## src/rtl/intsched.sv

```systemverilog
// intsched: round-robin arbiter that shares one intctl bus-request level among
// NREQ interrupting devices. Offers one pending vector at a time, holds it until
// intctl signals the transfer, acks the device and drains before re-arbitrating.
module intsched #(
  parameter int unsigned NREQ = 4
) (
  input  logic              CLOCK,
  input  logic              RESET,
  input  logic              init_in_h,
  input  logic [NREQ-1:0]   req_h,
  input  logic [8*NREQ-1:0] vec_in,
  input  logic              sack_out_h,
  input  logic              intr_out_h,
  input  logic              bbsy_out_h,
  output logic [7:0]        intvec,
  output logic [NREQ-1:0]   ack_h,
  output logic              busy_h,
  output logic [2:0]        sel
);

  localparam int unsigned     IW      = (NREQ > 1) ? $clog2(NREQ) : 1;
  localparam logic [NREQ-1:0] OneHot  = NREQ'(1);
  localparam logic [7:0]      NoReq   = 8'h01;
  localparam logic [2:0]      PtrInit = 3'(NREQ - 1);

  typedef enum logic [1:0] {StIdle, StOffer, StDrain} state_e;

  state_e          r_state, w_state_d;
  logic [7:0]      r_intvec, w_intvec_d;
  logic [NREQ-1:0] r_ack, w_ack_d;
  logic [2:0]      r_sel, w_sel_d;
  logic [2:0]      r_ptr, w_ptr_d;
  logic            r_dmin, w_dmin_d;
  logic            r_busy;

  logic [NREQ-1:0] w_elig;
  logic            w_any;
  logic [2:0]      w_win;
  logic [7:0]      w_win_vec;
  logic            w_req_sel;
  logic            w_bus_quiet;

  // Eligibility: requesting and not masked by vector bit 0.
  always_comb begin
    w_elig = '0;
    for (int i = 0; i < int'(NREQ); i++) begin
      w_elig[i] = req_h[i] & ~vec_in[8*i];
    end
  end

  // Rotating search from ptr+1; scanning backwards lets the nearest hit win.
  always_comb begin
    w_any = 1'b0;
    w_win = r_ptr;
    for (int k = int'(NREQ); k >= 1; k--) begin
      logic [3:0] idx;
      idx = {1'b0, r_ptr} + 4'(k);
      if (idx >= 4'(NREQ)) idx = idx - 4'(NREQ);
      if (w_elig[idx[IW-1:0]]) begin
        w_any = 1'b1;
        w_win = idx[2:0];
      end
    end
  end

  // Winner's vector with bit 1 forced low (bit 0 is known clear for an eligible winner).
  always_comb begin
    w_win_vec   = 8'(vec_in >> {w_win, 3'b000}) & 8'hFC;
    w_req_sel   = |(req_h & (OneHot << r_sel));
    w_bus_quiet = ~intr_out_h & ~bbsy_out_h & ~sack_out_h;
  end

  // State register.
  always_ff @(posedge CLOCK or negedge RESET) begin
    if (!RESET) r_state <= StIdle;
    else        r_state <= w_state_d;
  end

  // Next-state logic; INIT behaves as a synchronous clear.
  always_comb begin
    w_state_d = r_state;
    unique case (r_state)
      StIdle:  if (w_any) w_state_d = StOffer;
      StOffer: if (intr_out_h || !w_req_sel) w_state_d = StDrain;
      StDrain: if (r_dmin && w_bus_quiet) w_state_d = StIdle;
      default: w_state_d = StIdle;
    endcase
    if (init_in_h) w_state_d = StIdle;
  end

  // Next values for the registered outputs, pointer and drain-minimum flag.
  always_comb begin
    w_intvec_d = r_intvec;
    w_ack_d    = '0;
    w_sel_d    = r_sel;
    w_ptr_d    = r_ptr;
    w_dmin_d   = r_dmin;
    unique case (r_state)
      StIdle: begin
        w_intvec_d = NoReq;
        w_dmin_d   = 1'b0;
        if (w_any) begin
          w_sel_d    = w_win;
          w_intvec_d = w_win_vec;
        end
      end
      StOffer: begin
        // intr wins over a same-cycle withdrawal: the transfer already happened.
        if (intr_out_h) begin
          w_intvec_d = NoReq;
          w_ack_d    = OneHot << r_sel;
          w_ptr_d    = r_sel;
          w_dmin_d   = 1'b0;
        end else if (!w_req_sel) begin
          w_intvec_d = NoReq;
          w_dmin_d   = 1'b0;
        end
      end
      StDrain: begin
        // First DRAIN cycle only arms the flag, giving a two-cycle minimum.
        w_intvec_d = NoReq;
        w_dmin_d   = 1'b1;
      end
      default: w_intvec_d = NoReq;
    endcase
    if (init_in_h) begin
      w_intvec_d = NoReq;
      w_ack_d    = '0;
      w_sel_d    = 3'd0;
      w_ptr_d    = PtrInit;
      w_dmin_d   = 1'b0;
    end
  end

  // Output and datapath registers.
  always_ff @(posedge CLOCK or negedge RESET) begin
    if (!RESET) begin
      r_intvec <= NoReq;
      r_ack    <= '0;
      r_sel    <= 3'd0;
      r_ptr    <= PtrInit;
      r_dmin   <= 1'b0;
      r_busy   <= 1'b0;
    end else begin
      r_intvec <= w_intvec_d;
      r_ack    <= w_ack_d;
      r_sel    <= w_sel_d;
      r_ptr    <= w_ptr_d;
      r_dmin   <= w_dmin_d;
      r_busy   <= (w_state_d != StIdle);
    end
  end

  assign intvec = r_intvec;
  assign ack_h  = r_ack;
  assign busy_h = r_busy;
  assign sel    = r_sel;

endmodule

```

## config.mk

```make
export PLATFORM = sky130hd
export DESIGN_NAME = intsched
export DESIGN_NICKNAME = d
export VERILOG_FILES = /design/src/rtl/intsched.sv
export SDC_FILE = /design/constraint.sdc
export NUM_CORES = 1
export LEC_CHECK = 0
export ABC_AREA = 1
export CAP_MARGIN = 20
export CORE_MARGIN = 2
export CORE_UTILIZATION = 39
export CTS_CLUSTER_DIAMETER = 120
export DETAILED_ROUTE_END_ITERATION = 7
export PLACE_DENSITY = 0.84
export SETUP_SLACK_MARGIN = 0.05
export SLEW_MARGIN = 10
export SYNTH_ARGS = -nofsm -noshare
export SYNTH_HDL_FRONTEND = slang
export SYNTH_SLANG_ARGS = --single-unit
```

## constraint.sdc

```tcl
create_clock -name CLOCK -period 2.2 [get_ports CLOCK]
set_input_delay 0.33 -clock CLOCK [delete_from_list [all_inputs] [get_ports CLOCK]]
set_output_delay 0.33 -clock CLOCK [all_outputs]
set_load 0.005 [all_outputs]
```

==> impl_metrics.csv, run 1 <==
group,metric,value,unit
status,status,"finished, final reports clean",
die,die_y,65.58,um
global_route,busiest_layer,"met2",
finish,drive_gt1_frac,0.1418,
cts,cts_tree,"yes",
placement,io_buffers,52,
global_route,grt_max_degree,22,
critical_path,end_kind,"flop",
cts,clkSlewWorstSetupHoldPaths,0.08,ns
cts,cts_root_buf,"clkbuf_8",
min_path,min_path_type,"in -> async",
cts,cts_buffers,3,
sta,setup_violations,0,
global_route,grtUsageMet2,0.3112,
die,rows,22,
finish,final_cells,316,
yosys,synthDistinctLibCells,29,
finish,design_area,2168,um^2
critical_path,reg2reg_slack,0.19,ns
drt,wl_per_cell,12.48,um
finish,nets,317,
critical_path,max_stage_delay,0.57,ns
yosys,synth_fp_nets,253,
power_and_ir_drop,power_density,997.3,nW/um^2
yosys,synthTopCellsByArea,"dfrtp_1 30%, nand3_1 14%, nand2_1 13%",
drt,first_pass_iters,4,
sta,period_minus_slack,2.010,ns
critical_path,required,2.36,ns
critical_path,path_cells,"inv_6 -> ha_4 -> inv_2 -> nand3_1 -> nand2_2 -> inv_1 -> nand2_2 -> nand3_2 -> buf_4 -> nand3_1 -> nand3_1 -> nand3_1 -> nand2_1",
placement,post-place-ws,0.08328,ns
drt,routed_wl,3943,um
sta,slew_viol_final,0,
critical_path,cp_slowest_cell,"dfstp_2",
global_route,grtUsageMet3,0.05137,
cts,clockBufferDepth,2,
critical_path,crit_arrival,2.17,ns
sta,fin_ws,0.1896,ns
yosys,yosysTopAreaCellShare,0.3046,
sta,fin_crit_sh,0.9138,
placement,place_area,2097,um^2
global_route,grt_pass1_vias,1406,
global_route,grt_overflow,0,
run,cap_violations,0,
die,start_util,0.4040,
drt,drc,0,
yosys,ys_ff_latch,21,
critical_path,regToRegStartpoint,"r_ptr[0]",
cts,cts.sinks,21,
die,pin_count,58,
global_route,grt_pass1_wl,6361,um
yosys,synth_top_area_cell,"dfrtp_1",
yosys,avgSynthCellArea,7.214,um^2
die,dieArea,4301,um^2
placement,gp_congestion,0.8787,
drt,drtIter0Drc,80,
yosys,syn_inst,205,
critical_path,reg2reg_depth,13,
global_route,grt_usage,0.1921,
sta,final-hold-violation-count,0,
cts,h-tree-depth,1,
sta,grt_setup_unrepaired,"false",
finish,n_antenna_cell,0,
sta,clock_skew,0.004478,ns
yosys,yosysSeqAreaShare,0.3579,
die,coreArea,3661,um^2
drt,routed-via-count,1541,
power_and_ir_drop,power_leakage,1.034,nW
die,fp.dieW,65.58,um
placement,dp_hpwl,3059,um
sta,fin_setup_tns,0,ns
critical_path,r2r_end,"intvec[5]",
critical_path,path_class,"reg -> reg",
global_route,global_route.usage.met1,0.2554,
yosys,yosys_warnings,0,
global_route,antenna_found_initial,0,
drt,vias_per_cell,4.877,
yosys,synth_area,1479,um^2
power_and_ir_drop,finalPower,2.162,mW
critical_path,crit_top_cell,"nand3_1",
placement,dp.cells,311,
cts,clk_latency,0.26,ns
sta,fmax,497.4,MHz
drt,final_antenna_net_count,0,
critical_path,path_max_fanout,6,
power_and_ir_drop,ir_worst_vdd,0.5616,mV
critical_path,start_kind,"flop",
finish,syn_to_final_growth,46.62,%
==> worst max-delay path by stage <==
stage               cells past startpoint  slack (ns)        end      from
global placement                        9        0.12  intvec[4]  req_h[0]
CTS                                    12        0.09  intvec[5]  r_ptr[0]
global route                           13        0.05  intvec[7]  r_ptr[0]
detailed placement                      9        0.08  intvec[5]  req_h[0]
floorplan                              14         0.1  intvec[3]  r_ptr[0]
finish                                 13        0.19  intvec[5]  r_ptr[0]
==> kinds of logic after synthesis <==
| logic type | Yosys count | synth area share |
|---|---|---|
| AOI/OAI and AO/OA | 19 | 0.08883 |
| buffers and inverters | 32 | 0.09729 |
| other | 1 | 0.002536 |
| adders and majority gates | 6 | 0.05076 |
| and+or+nand+nor | 126 | 0.4027 |
| DFF | 21 | 0.3579 |
==> state kept, by name (all words and copies together) (netlist names) <==
register / flops
intvec: 7
ack_h: 4
r_ptr: 3
sel: 3
busy_h: 1
r_dmin: 1
r_state: 2
==> stage by stage <==
stage,hold slack [ns],utilization
floorplan,0.03441,-
global placement,0.4625,0.5728
detailed placement,0.4671,0.5728
CTS,0.4161,0.5854
global route,0.4604,0.5923
finish,0.4133,0.5923
==> cell type report <==
type                    instances  area [um^2]
fillers                       341         1493
clock inverters                 1        5.005
repair buffers                 62        595.6
clock buffers                   3        41.29
well taps                      48        60.06
flip-flops and latches         21        529.3
multi-input cells             152        823.3
inverters                      29        113.9
==> cell usage after synthesis (all sizes together) <==
master and n:
dfstp 3, nand4 4, o21a 2, nor2 11, inv 29, and3 1
o22ai 2, o21ai 7, a22oi 2, o31ai 1, ha 6, nand3 45
nor4 3, nor3 3, dfrtp 18, o211ai 1, nand2 59, conb 1
a21oi 4, buf 3
==> critical path, delay by kind of cell, from the launching register on <==
kind | cells | cell delay [ns]
and+or+nand+nor | 8 | 0.71
DFF | 1 | 0.57
buffers and inverters | 4 | 0.37
adders and majority gates | 1 | 0.24
==> repair_timing <==
item                                    in CTS  in global routing
gates resized for setup                      0                  2
hold buffers                                 0                  0
endpoints found under the setup margin       0                  7
buffers inserted                             0                  1
==> layout by cell type, fill, tap and decap left out, types with 4 or more instances in the layout <==
master / n
a21oi_1: 4
buf_4: 10
clkdlybuf4s50_1: 52
dfrtp_1: 18
ha_1: 5
inv_1: 25
nand2_1: 51
nand2_2: 7
nand3_1: 41
nand3_2: 4
nand4_1: 4
nor2_1: 10
==> report_power, final <==
part	switching, mW	internal, mW	total [mW]
combinational	0.734	0.584	1.32
clock	0.132	0.126	0.258
sequential	0.0772	0.509	0.587
total	0.943	1.22	2.16
==> layer usage <==
layer	vias up	part of all wire
li1	802	-
met1	681	0.45
met2	54	0.45
met3	4	0.092
met4	0	0.0066
met5	-	0
(Power assumes the default switching activity.)
==> run 2: changes to the inputs <==
--- a/config.mk
+++ b/config.mk
@@ -8,10 +8,10 @@
 export ABC_AREA = 1
 export CAP_MARGIN = 20
 export CORE_MARGIN = 2
-export CORE_UTILIZATION = 39
+export CORE_UTILIZATION = 44
 export CTS_CLUSTER_DIAMETER = 120
 export DETAILED_ROUTE_END_ITERATION = 7
-export PLACE_DENSITY = 0.84
+export PLACE_DENSITY = 0.89
 export SETUP_SLACK_MARGIN = 0.05
 export SLEW_MARGIN = 10
 export SYNTH_ARGS = -nofsm -noshare
==> constraint.sdc (replaced) <==
create_clock -name CLOCK -period 2.3 [get_ports CLOCK]
set_input_delay 0.345 -clock CLOCK [delete_from_list [all_inputs] [get_ports CLOCK]]
set_output_delay 0.345 -clock CLOCK [all_outputs]
set_load 0.005 [all_outputs]
==> impl_metrics.csv, run 2 (synthesized netlist as in run 1, its figures left out) <==
group,metric,value,unit
critical_path,end_kind,"flop",
placement,gp_congestion,0.8723,
drt,routed_wl,3912,um
cts,clk_latency,0.31,ns
drt,wl_met3,390,um
finish,layout_commonest_cell,"clkdlybuf4s50_1",
power_and_ir_drop,ir_worst_vdd,0.4902,mV
critical_path,required,2.51,ns
cts,clockBufferDepth,2,
critical_path,crit_top_cell,"nand3_1",
finish,drive_gt1_frac,0.1358,
cts,clkSlewWorstSetupHoldPaths,0.12,ns
critical_path,max_stage_delay,0.59,ns
global_route,grt_pass1_wl,6009,um
power_and_ir_drop,power_leakage,1.011,nW
global_route,antenna_found_initial,0,
drt,wl_per_cell,12.58,um
sta,period_minus_slack,2.108,ns
drt,drc,0,
drt,final_antenna_net_count,0,
finish,syn_to_final_growth,43.82,%
drt,m1WireLength,1609,um
sta,fin_setup_tns,0,ns
sta,fmax,474.3,MHz
sta,fin_crit_sh,0.9166,
power_and_ir_drop,finalPower,1.999,mW
placement,io_buffers,52,
drt,first_pass_iters,4,
placement,dp.cells,305,
drt,vias_per_cell,5.029,
global_route,grt_usage,0.2113,
finish,fillCellCount,274,
cts,cts_buffers,3,
critical_path,path_max_fanout,8,
critical_path,cp_slowest_cell,"dfstp_2",
sta,setup_violations,0,
finish,nets,314,
drt,routed-via-count,1564,
sta,grt_setup_unrepaired,"false",
die,start_util,0.4503,
cts,h-tree-depth,1,
placement,post-place-ws,0.02270,ns
cts,cts_root_buf,"clkbuf_4",
global_route,grt_overflow,0,
critical_path,reg2reg_slack,0.19,ns
power_and_ir_drop,power_density,939.8,nW/um^2
run,cap_violations,0,
finish,largest_reg_flops,7,
sta,clock_skew,0.005389,ns
drt,highest_layer,"met4",
critical_path,path_class,"reg -> reg",
placement,dp_hpwl,3118,um
global_route,grt_pass1_vias,1415,
die,fp.dieW,61.98,um
die,coreArea,3284,um^2
cts,cts.sinks,21,
finish,n_antenna_cell,0,
die,rows,21,
finish,final_cell_mix,"52 x clkdlybuf4s50_1, 50 x nand2_1, 41 x nand3_1, 25 x inv_1, 18 x dfrtp_1",
sta,final-hold-violation-count,0,
cts,cts_tree,"yes",
finish,utilization,0.6476,
finish,final_cells,311,
die,pin_count,58,
critical_path,crit_arrival,2.32,ns
critical_path,path_cells,"inv_6 -> ha_4 -> inv_2 -> buf_4 -> o21ai_4 -> nand3_2 -> buf_4 -> nand3_1 -> nand3_1 -> nand3_1 -> nand2_1",
sta,fin_ws,0.1918,ns
global_route,grt_max_degree,22,
drt,drtIter0Drc,80,
critical_path,start_kind,"flop",
die,dieArea,3841,um^2
die,die_y,61.98,um
drt,routed-wl-met2,1883,um
status,status,"finished, final reports clean",
sta,slew_viol_final,0,
cts,hold_buffers,0,
min_path,min_path_type,"in -> async",
run 2: cell types whose count changed in the layout (fill, tap and decap cells not counted):
cell / before / now
nand2_2: 7 / 8
clkbuf_4: 0 / 3
buf_4: 10 / 7
clkbuf_8: 3 / 0
nand2_1: 51 / 50
run 2: final timing paths:
| check | to | depth (start not counted) | from |
|---|---|---|---|
| setup / recovery | intvec[5] | 11 | r_ptr[0] |
| max in group asynchronous | r_ptr[0] | 2 | RESET |
| hold reg to reg | intvec[2] | 2 | intvec[2] |
| setup reg to reg | intvec[5] | 11 | r_ptr[0] |
| hold / removal | sel[1] | 2 | RESET |
| min in group CLOCK | intvec[2] | 2 | intvec[2] |
run 2: layer usage:
layer,global-route usage,vias up
met2,0.3839,60
met5,0,-
met4,0.03951,0
li1,-,797
met1,0.2468,703
met3,0.06211,4
run 2: metrics by stage:
step / hold slack [ns] / cell area, um^2
after floorplan: 0.04941 / 1479
after global placement: 0.4636 / 2064
after detailed placement: 0.4654 / 2064
after CTS: 0.3981 / 2095
after global routing: 0.4093 / 2127
final: 0.3878 / 2127
run 2: where the power goes:
part | switching [mW] | total, mW | internal, mW | leakage, nW
Combinational | 0.710 | 1.26 | 0.548 | 0.718
Clock | 0.116 | 0.181 | 0.0650 | 0.0177
Sequential | 0.0738 | 0.560 | 0.487 | 0.275
run 2: what timing repair did:
item                                   4_1_cts  5_1_grt
setup buffers                                0        2
endpoints found under the hold margin        0        0
gates cloned                                 0        0
gates resized for setup                      1        3
setup endpoints to repair                    4        9
run 2: layout make-up:
cell class	instances	area (um^2)	share of cell area
Timing Repair Buffer	59	573.1	0.2694
Tap cell	46	57.56	0.02706
Clock inverter	1	5.005	0.002353
Clock buffer	3	22.52	0.01059
Sequential cell	21	529.3	0.2488
Multi-Input combinational cell	152	825.8	0.3882
Inverter	29	113.9	0.05353
run 2: critical path: cells and delay by family, from the launching register on:
family	cells	cell delay [ns]
AOI/OAI and AO/OA	1	0.23
adders and majority gates	1	0.27
buffers and inverters	4	0.42
DFF	1	0.59
and+or+nand+nor	5	0.49
